`src/rtl/smoldvi_tmds_encoder.sv`:
```
// Per-lane TMDS encoder (DVI 8b/10b video, control, optional TERC4/guard via SMOLDVI_TMDS_TERC4_EN).
// Latency: input register, q_m stage, symbol stage (q valid after edge N+2); one symbol per beat, no stall.
module smoldvi_tmds_encoder #(
    parameter int CHANNEL = 0
) (
    input  logic       clk_pix,
    input  logic       rst_pix,
    input  logic [1:0] mode,
    input  logic [7:0] d,
    input  logic [1:0] c,
    input  logic [3:0] aux,
    output logic [9:0] q
);

    localparam logic [1:0] MODE_VIDEO = 2'd1;
    localparam logic [9:0] CTL_00     = 10'b1101010100;

    function automatic logic [3:0] popcount8(input logic [7:0] v);
        logic [3:0] n;
        n = '0;
        for (int i = 0; i < 8; i++) n = n + {3'b000, v[i]};
        return n;
    endfunction

    function automatic logic [9:0] ctl_sym(input logic [1:0] cb);
        logic [9:0] s;
        case (cb)
            2'b00:   s = 10'b1101010100;
            2'b01:   s = 10'b0010101011;
            2'b10:   s = 10'b0101010100;
            default: s = 10'b1010101011;
        endcase
        return s;
    endfunction

`ifdef SMOLDVI_TMDS_TERC4_EN
    localparam logic [1:0] MODE_TERC4 = 2'd2;
    localparam logic [1:0] MODE_GUARD = 2'd3;
    localparam logic [9:0] GUARD_SYM  = (CHANNEL == 1) ? 10'b0100110011 : 10'b1011001100;

    function automatic logic [9:0] terc4_sym(input logic [3:0] nib);
        logic [9:0] s;
        case (nib)
            4'h0:    s = 10'b1010011100;
            4'h1:    s = 10'b1001100011;
            4'h2:    s = 10'b1011100100;
            4'h3:    s = 10'b1011100010;
            4'h4:    s = 10'b0101110001;
            4'h5:    s = 10'b0100011110;
            4'h6:    s = 10'b0110001110;
            4'h7:    s = 10'b0100111100;
            4'h8:    s = 10'b1011001100;
            4'h9:    s = 10'b0100111001;
            4'hA:    s = 10'b0110011100;
            4'hB:    s = 10'b1011000110;
            4'hC:    s = 10'b1010001110;
            4'hD:    s = 10'b1001110001;
            4'hE:    s = 10'b0101100011;
            default: s = 10'b1011000011;
        endcase
        return s;
    endfunction

    logic [3:0] in_aux_d, in_aux_q;
    logic [3:0] s1_aux_d, s1_aux_q;

    always_comb begin
        in_aux_d = aux;
        s1_aux_d = in_aux_q;
    end

    always_ff @(posedge clk_pix) begin
        if (rst_pix) begin
            in_aux_q <= '0;
            s1_aux_q <= '0;
        end else begin
            in_aux_q <= in_aux_d;
            s1_aux_q <= s1_aux_d;
        end
    end
`else
    logic unused_cfg;
    assign unused_cfg = (^aux) ^ (CHANNEL == 1);
`endif

    // Input register stage.
    logic [1:0] in_mode_d, in_mode_q;
    logic [7:0] in_d_d,    in_d_q;
    logic [1:0] in_c_d,    in_c_q;

    always_comb begin
        in_mode_d = mode;
        in_d_d    = d;
        in_c_d    = c;
    end

    // Stage 1: transition-minimised q_m.
    logic [3:0] n1d;
    logic       use_xnor;
    logic [8:0] s1_qm_d,   s1_qm_q;
    logic [1:0] s1_mode_d, s1_mode_q;
    logic [1:0] s1_c_d,    s1_c_q;

    always_comb begin
        n1d        = popcount8(in_d_q);
        use_xnor   = (n1d > 4'd4) || (n1d == 4'd4 && !in_d_q[0]);
        s1_qm_d    = '0;
        s1_qm_d[0] = in_d_q[0];
        for (int i = 1; i < 8; i++) begin
            s1_qm_d[i] = use_xnor ? ~(s1_qm_d[i-1] ^ in_d_q[i]) : (s1_qm_d[i-1] ^ in_d_q[i]);
        end
        s1_qm_d[8] = ~use_xnor;
        s1_mode_d  = in_mode_q;
        s1_c_d     = in_c_q;
    end

    // Stage 2: DC balancing against the running disparity.
    logic [7:0]        qm;
    logic              qm8;
    logic [3:0]        n1;
    logic signed [4:0] diff;
    logic [9:0]        q_d, q_q;
    logic signed [4:0] cnt_d, cnt_q;

    always_comb begin
        qm    = s1_qm_q[7:0];
        qm8   = s1_qm_q[8];
        n1    = popcount8(qm);
        // N1 - N0 == 2*N1 - 8, fits in five bits for 0..8 ones.
        diff  = $signed({n1, 1'b0} - 5'd8);
        q_d   = ctl_sym(s1_c_q);
        cnt_d = '0;
        case (s1_mode_q)
            MODE_VIDEO: begin
                if (cnt_q == 5'sd0 || n1 == 4'd4) begin
                    q_d   = {~qm8, qm8, qm8 ? qm : ~qm};
                    cnt_d = qm8 ? (cnt_q + diff) : (cnt_q - diff);
                end else if ((cnt_q > 5'sd0 && n1 > 4'd4) || (cnt_q < 5'sd0 && n1 < 4'd4)) begin
                    q_d   = {1'b1, qm8, ~qm};
                    cnt_d = cnt_q + (qm8 ? 5'sd2 : 5'sd0) - diff;
                end else begin
                    q_d   = {1'b0, qm8, qm};
                    cnt_d = cnt_q - (qm8 ? 5'sd0 : 5'sd2) + diff;
                end
            end
`ifdef SMOLDVI_TMDS_TERC4_EN
            MODE_TERC4: q_d = terc4_sym(s1_aux_q);
            MODE_GUARD: q_d = GUARD_SYM;
`endif
            default: ;
        endcase
    end

    always_ff @(posedge clk_pix) begin
        if (rst_pix) begin
            in_mode_q <= '0;
            in_d_q    <= '0;
            in_c_q    <= '0;
            s1_mode_q <= '0;
            s1_c_q    <= '0;
            s1_qm_q   <= '0;
            q_q       <= CTL_00;
            cnt_q     <= '0;
        end else begin
            in_mode_q <= in_mode_d;
            in_d_q    <= in_d_d;
            in_c_q    <= in_c_d;
            s1_mode_q <= s1_mode_d;
            s1_c_q    <= s1_c_d;
            s1_qm_q   <= s1_qm_d;
            q_q       <= q_d;
            cnt_q     <= cnt_d;
        end
    end

    assign q = q_q;

endmodule

```
`config.mk`:
```
export PLATFORM = sky130hd
export DESIGN_NAME = smoldvi_tmds_encoder
export DESIGN_NICKNAME = d
export VERILOG_FILES = /design/src/rtl/smoldvi_tmds_encoder.sv
export SDC_FILE = /design/constraint.sdc
export NUM_CORES = 1
export LEC_CHECK = 0
export BUFFER_PORTS_ARGS = -buffer_cell sky130_fd_sc_hd__buf_4
export CAP_MARGIN = 25
export CORE_ASPECT_RATIO = 0.8
export CORE_MARGIN = 2
export CORE_UTILIZATION = 58
export DETAILED_ROUTE_END_ITERATION = 8
export GPL_TIMING_DRIVEN = 0
export PLACE_DENSITY_LB_ADDON = 0.2
export RECOVER_POWER = 100
export SETUP_SLACK_MARGIN = 0.2
export SLEW_MARGIN = 20
export SYNTH_ARGS = -nofsm -noshare
export SYNTH_HDL_FRONTEND = slang
export SYNTH_SLANG_ARGS = --single-unit
export TNS_END_PERCENT = 100
```
`constraint.sdc`:
```
create_clock -name clk_pix -period 5.1 [get_ports clk_pix]
set_input_delay 0.51 -clock clk_pix [delete_from_list [all_inputs] [get_ports clk_pix]]
set_output_delay 0.51 -clock clk_pix [all_outputs]
set_load 0.005 [all_outputs]
```
==> results.md, run 1 <==
* Status: finished, final reports clean
* Kind of critical path: reg -> reg
* 1st-iter DRT viols at 28
* Reg clk slew, reported paths at around 0.080 ns
* Warnings from Yosys at 0
* Maximum VDD drop at 0.3014 mV
* FILL cells at 318
* CP required at between 5 and 6 ns
* Flop pwr share at 0.230
* Clock root cell: clkbuf_8
* Mapped Cells at about 230
* Critical path, cell by cell: fa_1 > inv_1 > fa_1 > fa_1 > inv_1 > ha_1 > fa_1 > xor2_1 > ha_1 > and2_0 > a211oi_1 > a221oi_4 > xor2_1 > o21ai_0
* FP Rows at 20
* CTS tree: built
* Mapped cell area at 0.002343 sq mm
* Hold_buf cts at 0
* HPWL Detailed at 3012 um
* Place WS at 0.3669 ns
* Area Overhead vs Synth at 14.31%
* Largest net degree at the start of global routing at 14
* TNS Setup at 0 ns
* Area of the multi-input gates at around 0.0014 sq mm
* Tot Pwr at 0.001542 W
* RSZ-0062 raised after global routing: no
* Core Box Area at 0.003829 sq mm
* Final period util at 0.9229
* Pins Over Slew Limit at 0
* Share of layout cells above drive strength 1 at 0.1288
* Post-synth top flop: dfxtp_1
* 1st-pass router iterations at 4
* Comb power frac at 0.601
* Slew HR at 0.5817
* Tmin final at 4.707 ns
* Startpoint Class: flop
* Avg WL per Cell at 11.75 um
* Flops & latches, synth at 39
* CP Buf/Inv Count at 2
* Buffers on Ports at 23
* Net Switching at between 0.0006 and 0.0007 W
* Top cell type's share of synthesized area at 0.3332
* CP Capture Type: flop
* Sw Ratio at 0.4086
* FF+latch area at 780.7 sq um
* Cell repeated most along the worst path: fa_1
* First-pass GRT wire length at 6630 um
* Placed instance count at 311
* All-Layer GR Usage at 0.1972
* CP Max Fanout at 10
* CP top delay family: adder cells
* DRT antenna net count at 0
* Ant. Diodes at 0
* Final Hold Fails at 0
* Residual DRC at 0
* Die H at slightly above 60 um
* EDFF count, synth at 0
* Clock Sinks at 39
* Slowest-stage cell, CP: a221oi_4
* Routability cong. at 0.8082
* MaxCap Viol Count at 0
* Worst setup margin at roughly 0.39 ns
* CTS Buf Count at 5
* Register area share after synthesis at 0.3332
* Post-CTS setup buffers at 0
* Avg Inst Size Synth at between 10 and 15 sq um
* Worst slew pin tran at 0.6217 ns
* Fmax at between 200 and 250 MHz
* Via/cell ratio at 4.878
* Worst EP arrival at 4.91 ns
* Die ar. at 0.004568 sq mm
* Commonest cells after routing, fill and taps aside: dfxtp_1, inv_1, ha_1
* Finished Layout Cells at 319
* CTS Buffer Depth at 2
* H-tree depth at 2
* Initial antenna violation count at 0
* Synth cell types at 33
* Final Instance Area at 0.002679 sq mm
* Commonest non-fill, non-tap cell in the layout: dfxtp_1
* Worst hold path class: in -> reg
* Leading area contributor after synthesis: dfxtp_1
* Post-Syn Nets at 289
* Worst-skew pair later-pin latency at about 0.30 ns
* Area after DPL at approximately 0.0026 sq mm
* Clk_skew at 0.006194 ns
* Grt total ovfl at 0
* Clock Power Share at 0.169
* Cell area power density at 575.7 mW/mm^2
* Total Wirelength at ~3700 um
* Top area cells in the synthesized netlist: dfxtp_1, ha_1, fa_1
* Vias in the first global route at about 1500
* Max stage delay on crit path at between 0.5 and 0.6 ns
* Final #Nets at about 320
* P_leak at 1.306 nW
* Ports at 28
* Initial Utilization at 0.6121
* Final setup fails at 0
* Internal power at 0.0009121 W
* Async SR Flop Fraction at 0
* Via count at 1556
* Die W at 75.07 um
## final timing paths
path / cells after the start / endpoint / from / slack [ns]
setup / recovery: 14 / q[2] / s1_qm_q[0] / 0.39
hold / removal: 2 / in_d_q[0] / d[0] / 0.41
setup reg to reg: 14 / q[2] / s1_qm_q[0] / 0.39
hold reg to reg: 1 / s1_mode_q[0] / in_mode_q[0] / 0.44
## sequential cells by signal, summed over array words and instances, names as in the netlist
| signal | cells |
|---|---|
| s1_c_q | 2 |
| cnt_q | 4 |
| in_c_q | 2 |
| in_mode_q | 2 |
| s1_qm_q | 9 |
| s1_mode_q | 2 |
| q | 10 |
| in_d_q | 8 |
## cell usage after synthesis, types with 3 or more instances
cell type   n
mux2i_1     3
inv_1      35
or3_1       3
a21o_1      5
ha_1       25
fa_1       13
nor2b_1    19
a21oi_1     8
nor2_1     16
nand2_1     5
xnor2_1    10
o21ai_0    10
clkbuf_1    3
nand3_1     3
o21ai_1     3
dfxtp_1    39
xor2_1     12
## worst reg2reg max path, cell delays in order (launching register included)
cell and delay [ns]:
dfxtp_1 0.35, fa_1 0.54, inv_1 0.05, fa_1 0.45, fa_1 0.49, inv_1 0.04, ha_1 0.22, fa_1 0.45
xor2_1 0.49, ha_1 0.29, and2_0 0.21, a211oi_1 0.12, a221oi_4 0.56, xor2_1 0.13, o21ai_0 0.23
## logic make-up (layout without fill, tap and decap cells)
kind of cell               Yosys count  in the layout  synth area share
adders and majority gates           38             38            0.2445
buffers and inverters               38             69           0.06087
DFF                                 39             39            0.3332
xor gates and xnor gates            27             27            0.1287
muxes                                4              4           0.01762
AOI/OAI and AO/OA                   33             33           0.09450
and+or+nand+nor                     54             54            0.1207
## cell type report
type / instances / share of cell area
multi-input cells: 156 / 0.5273
flip-flops and latches: 39 / 0.2915
repair buffers: 23 / 0.06025
inverters: 35 / 0.04904
clock buffers: 5 / 0.02569
well taps: 55 / 0.02569
clock inverters: 3 / 0.01635
plain buffers: 3 / 0.004204
## metal layers
layer,vias to the layer above,GRT usage,part of all wire
li1,802,-,-
met1,713,0.2599,0.49
met2,31,0.3095,0.44
met3,10,0.05150,0.044
met4,0,0.08418,0.026
met5,-,0,0
## repair_timing
action                     in CTS  in global routing
resized for setup               0                  2
setup endpoints to repair       0                  1
hold endpoints to repair        0                  0
## power by group through the flow
| stage | logic, W | registers, W | clock network (W) |
|---|---|---|---|
| after floorplan | 0.000751 | 0.000357 | 0 |
| after global placement | 0.000902 | 0.000361 | 0 |
| after detailed placement | 0.000921 | 0.000362 | 0 |
| after CTS | 0.000933 | 0.000355 | 0.000266 |
| after global routing | 0.00108 | 0.000359 | 0.000280 |
| final | 0.000928 | 0.000355 | 0.000260 |
## stage by stage
stage,utilization,hold WS [ns]
global placement,0.6752,0.4175
floorplan,-,0.4138
detailed placement,0.6752,0.4239
CTS,0.7046,0.4066
finish,0.6997,0.4122
global route,0.6997,0.4205
Note: power is estimated with default switching activity, not from simulation.
==> run 2, diff against run 1 <==
--- a/config.mk
+++ b/config.mk
@@ -5,6 +5,8 @@
 export SDC_FILE = /design/constraint.sdc
 export NUM_CORES = 1
 export LEC_CHECK = 0
+export ABC_AREA = 1
+export ABC_CLOCK_PERIOD_IN_PS = 5100
 export BUFFER_PORTS_ARGS = -buffer_cell sky130_fd_sc_hd__buf_4
 export CAP_MARGIN = 25
 export CORE_ASPECT_RATIO = 0.8
==> results.md, run 2 <==
* Status: finished, final reports clean
* R2r startpoint: s1_qm_q[0]
* Critical path, cell by cell: fa_1 > inv_1 > fa_1 > fa_1 > inv_1 > ha_1 > fa_1 > xor2_1 > ha_1 > nand2_1 > inv_1 > a21oi_1 > nand3_2 > nand2_4 > buf_6 > nand2_1 > nand2_1 > o21ai_0
* Final period util at 0.8863
* Utilization after layout at 0.6790
* TNS Setup at 0 ns
* Via count at 1946
* RR Endpoint: q[4]
* Pins Over Slew Limit at 0
* Residual DRC at 0
* Slew HR at 0.5087
* CP Max Fanout at 10
* Avg Inst Size Synth at 7.747 sq um
* Avg WL per Cell at 10.37 um
* Fmax at 221.2 MHz
* Area Overhead vs Synth at 12.65%
* Final Instance Area at ~0.0028 sq mm
* Die ar. at 0.004859 sq mm
* RSZ-0062 raised after global routing: no
* Max stage delay on crit path at 0.57 ns
* HPWL Detailed at between 3000 and 4000 um
* 1st-pass router iterations at 4
* Grt total ovfl at 0
* Startpoint Class: flop
* Ports at 28
* Mapped cell area at 0.002502 sq mm
* Die H at 62.75 um
* CTS Buffer Depth at 2
* Vias in the first global route at 1827
* Cell with the most instances after synthesis: inv_1
* Ant. Diodes at 0
* Kind of critical path: reg -> reg
* Post-synth top flop: dfxtp_1
* Worst hold path class: in -> reg
* Hold Startpoint: d[7]
* EDFF count, synth at 0
* CP required at 5.26 ns
* Top cell type's share of synthesized area at 0.3120
* Initial antenna violation count at 0
* Register area share after synthesis at 0.3120
* Buffers on Ports at 23
* Flops & latches, synth at 39
* Total Wirelength at 4263 um
* Post-Syn Nets at about 380
* Die W at 77.44 um
* Clock Sinks at 39
* DRT antenna net count at 0
* Synth cell count leaders: inv_1, nand2_1, dfxtp_1
* Worst EP arrival at 4.68 ns
* Commonest cells after routing, fill and taps aside: inv_1, nand2_1, dfxtp_1
* Top area cells in the synthesized netlist: dfxtp_1, ha_1, inv_1
* Mapped Cells at 323
* CP Capture Type: flop
* Slowest-stage cell, CP: a21oi_1
* P_leak at between 1.5 and 2 nW
* Warnings from Yosys at 0
* CTS resizes at 0
* MaxCap Viol Count at 0
* Worst slew pin tran at 0.7370 ns
* Clk_skew at around 0.0044 ns
* Async SR Flop Fraction at 0
* Synth cell types at 32
* Worst R2R Setup Slack at ~0.58 ns
* Worst hold slack at roughly 0.41 ns
* FP Rows at 21
* Tmin final at 4.520 ns
* CTS tree: built
* Via/cell ratio at about 4.7
* Worst Hold Depth at 3
* Leading area contributor after synthesis: dfxtp_1
* Initial Utilization at 0.6028
* H-tree depth at 2
* Final Hold Fails at 0
* Routability cong. at between 0.8 and 0.9
* Share of layout cells above drive strength 1 at 0.1215
* Hold_buf cts at 0
* Clock root cell: clkbuf_8
* Final setup fails at 0
* CP top delay family: adder cells
* First-pass GRT wire length at ~7800 um
* Worst-skew pair later-pin latency at 0.30 ns
* CTS Buf Count at 5
* FILL cells at 358
* CP Buf/Inv Count at 4
* Reg clk slew, reported paths at roughly 0.08 ns
* Cell repeated most along the worst path: fa_1
* Maximum VDD drop at 0.2311 mV
* Area after DPL at 0.002746 sq mm
* All-Layer GR Usage at 0.2034
* Cell area power density at 459.2 mW/mm^2
* 1st-iter DRT viols at 74
* Worst Hold Endpoint: in_d_q[7]
* Post-CTS setup buffers at 0
* Tot Pwr at 0.001294 W
* Worst Reg-to-Reg Cells at 18
* Commonest non-fill, non-tap cell in the layout: inv_1
* Largest net degree at the start of global routing at 13
* Final #Nets at a little over 400
* Number of flip-flops in the largest register at 10
* Core Box Area at 0.004151 sq mm
## run 2: changes by cell type after synthesis, sizes merged, moves of 4 or more
| cell | delta |
|---|---|
| o21ai | +4 |
| nand3 | +14 |
| inv | +40 |
| nor2b | -19 |
| xnor3 | -4 |
| xor2 | -6 |
| nor2 | +19 |
| nand2 | +65 |
| xnor2 | -10 |
## run 2: worst min-delay path, stage by stage
cell and delay (ns):
buf_4 0.07, inv_1 0.03, nor2_1 0.06
## run 2: where the power goes
part	internal (W)	switching (W)
Clock	0.000123	0.000113
Combinational	0.000288	0.000426
Sequential	0.000329	0.0000153
Total	0.000740	0.000555
## run 2: layout make-up
type / count / area [sq um] / area share
multi-input combinational: 206 / 1391 / 0.4936
sequential: 39 / 780.7 / 0.2770
inverter: 75 / 284.0 / 0.1008
timing repair buffer: 23 / 168.9 / 0.05992
clock buffer: 7 / 96.34 / 0.03418
tap: 57 / 71.32 / 0.02530
buffer: 3 / 18.77 / 0.006658
clock inverter: 1 / 7.507 / 0.002663
## run 2: through the flow
step,setup WS (ns),std cells
after floorplan,1.038,323
after global placement,0.8030,403
after detailed placement,0.7689,403
after CTS,0.7433,411
after global routing,0.2114,411
final,0.5800,411
## run 2: per-layer routing
| metal | vias to the layer above | wire length [um] | GRT usage |
|---|---|---|---|
| met5 | - | 0 | 0 |
| met4 | 0 | 108 | 0.09598 |
| met3 | 12 | 132 | 0.04335 |
| met2 | 33 | 1928 | 0.3250 |
| met1 | 866 | 2094 | 0.2636 |
| li1 | 1035 | - | - |
## run 2: worst max-delay path by stage
stage / start / depth (start not counted) / slack [ns] / endpoint
2_1_floorplan: s1_qm_q[0] / 17 / 1.04 / cnt_q[4]
4_1_cts: s1_qm_q[0] / 20 / 0.74 / cnt_q[4]
6_report: s1_qm_q[0] / 18 / 0.58 / q[4]
5_1_grt: s1_qm_q[0] / 19 / 0.21 / cnt_q[4]
3_5_place_dp: s1_qm_q[0] / 20 / 0.77 / cnt_q[4]
3_3_place_gp: s1_qm_q[0] / 19 / 0.80 / cnt_q[4]
## run 2: kinds of logic (layout without fill, tap and decap cells)
group | Yosys count | count (layout) | share of synthesized area
AO/OA/AOI/OAI | 35 | 35 | 0.08400
XOR/XNOR | 7 | 7 | 0.02750
adder cells (fa/ha/maj) | 38 | 38 | 0.2290
buffers and inverters | 78 | 109 | 0.1210
flip-flops | 39 | 39 | 0.3120
AND/OR/NAND/NOR | 126 | 126 | 0.2265
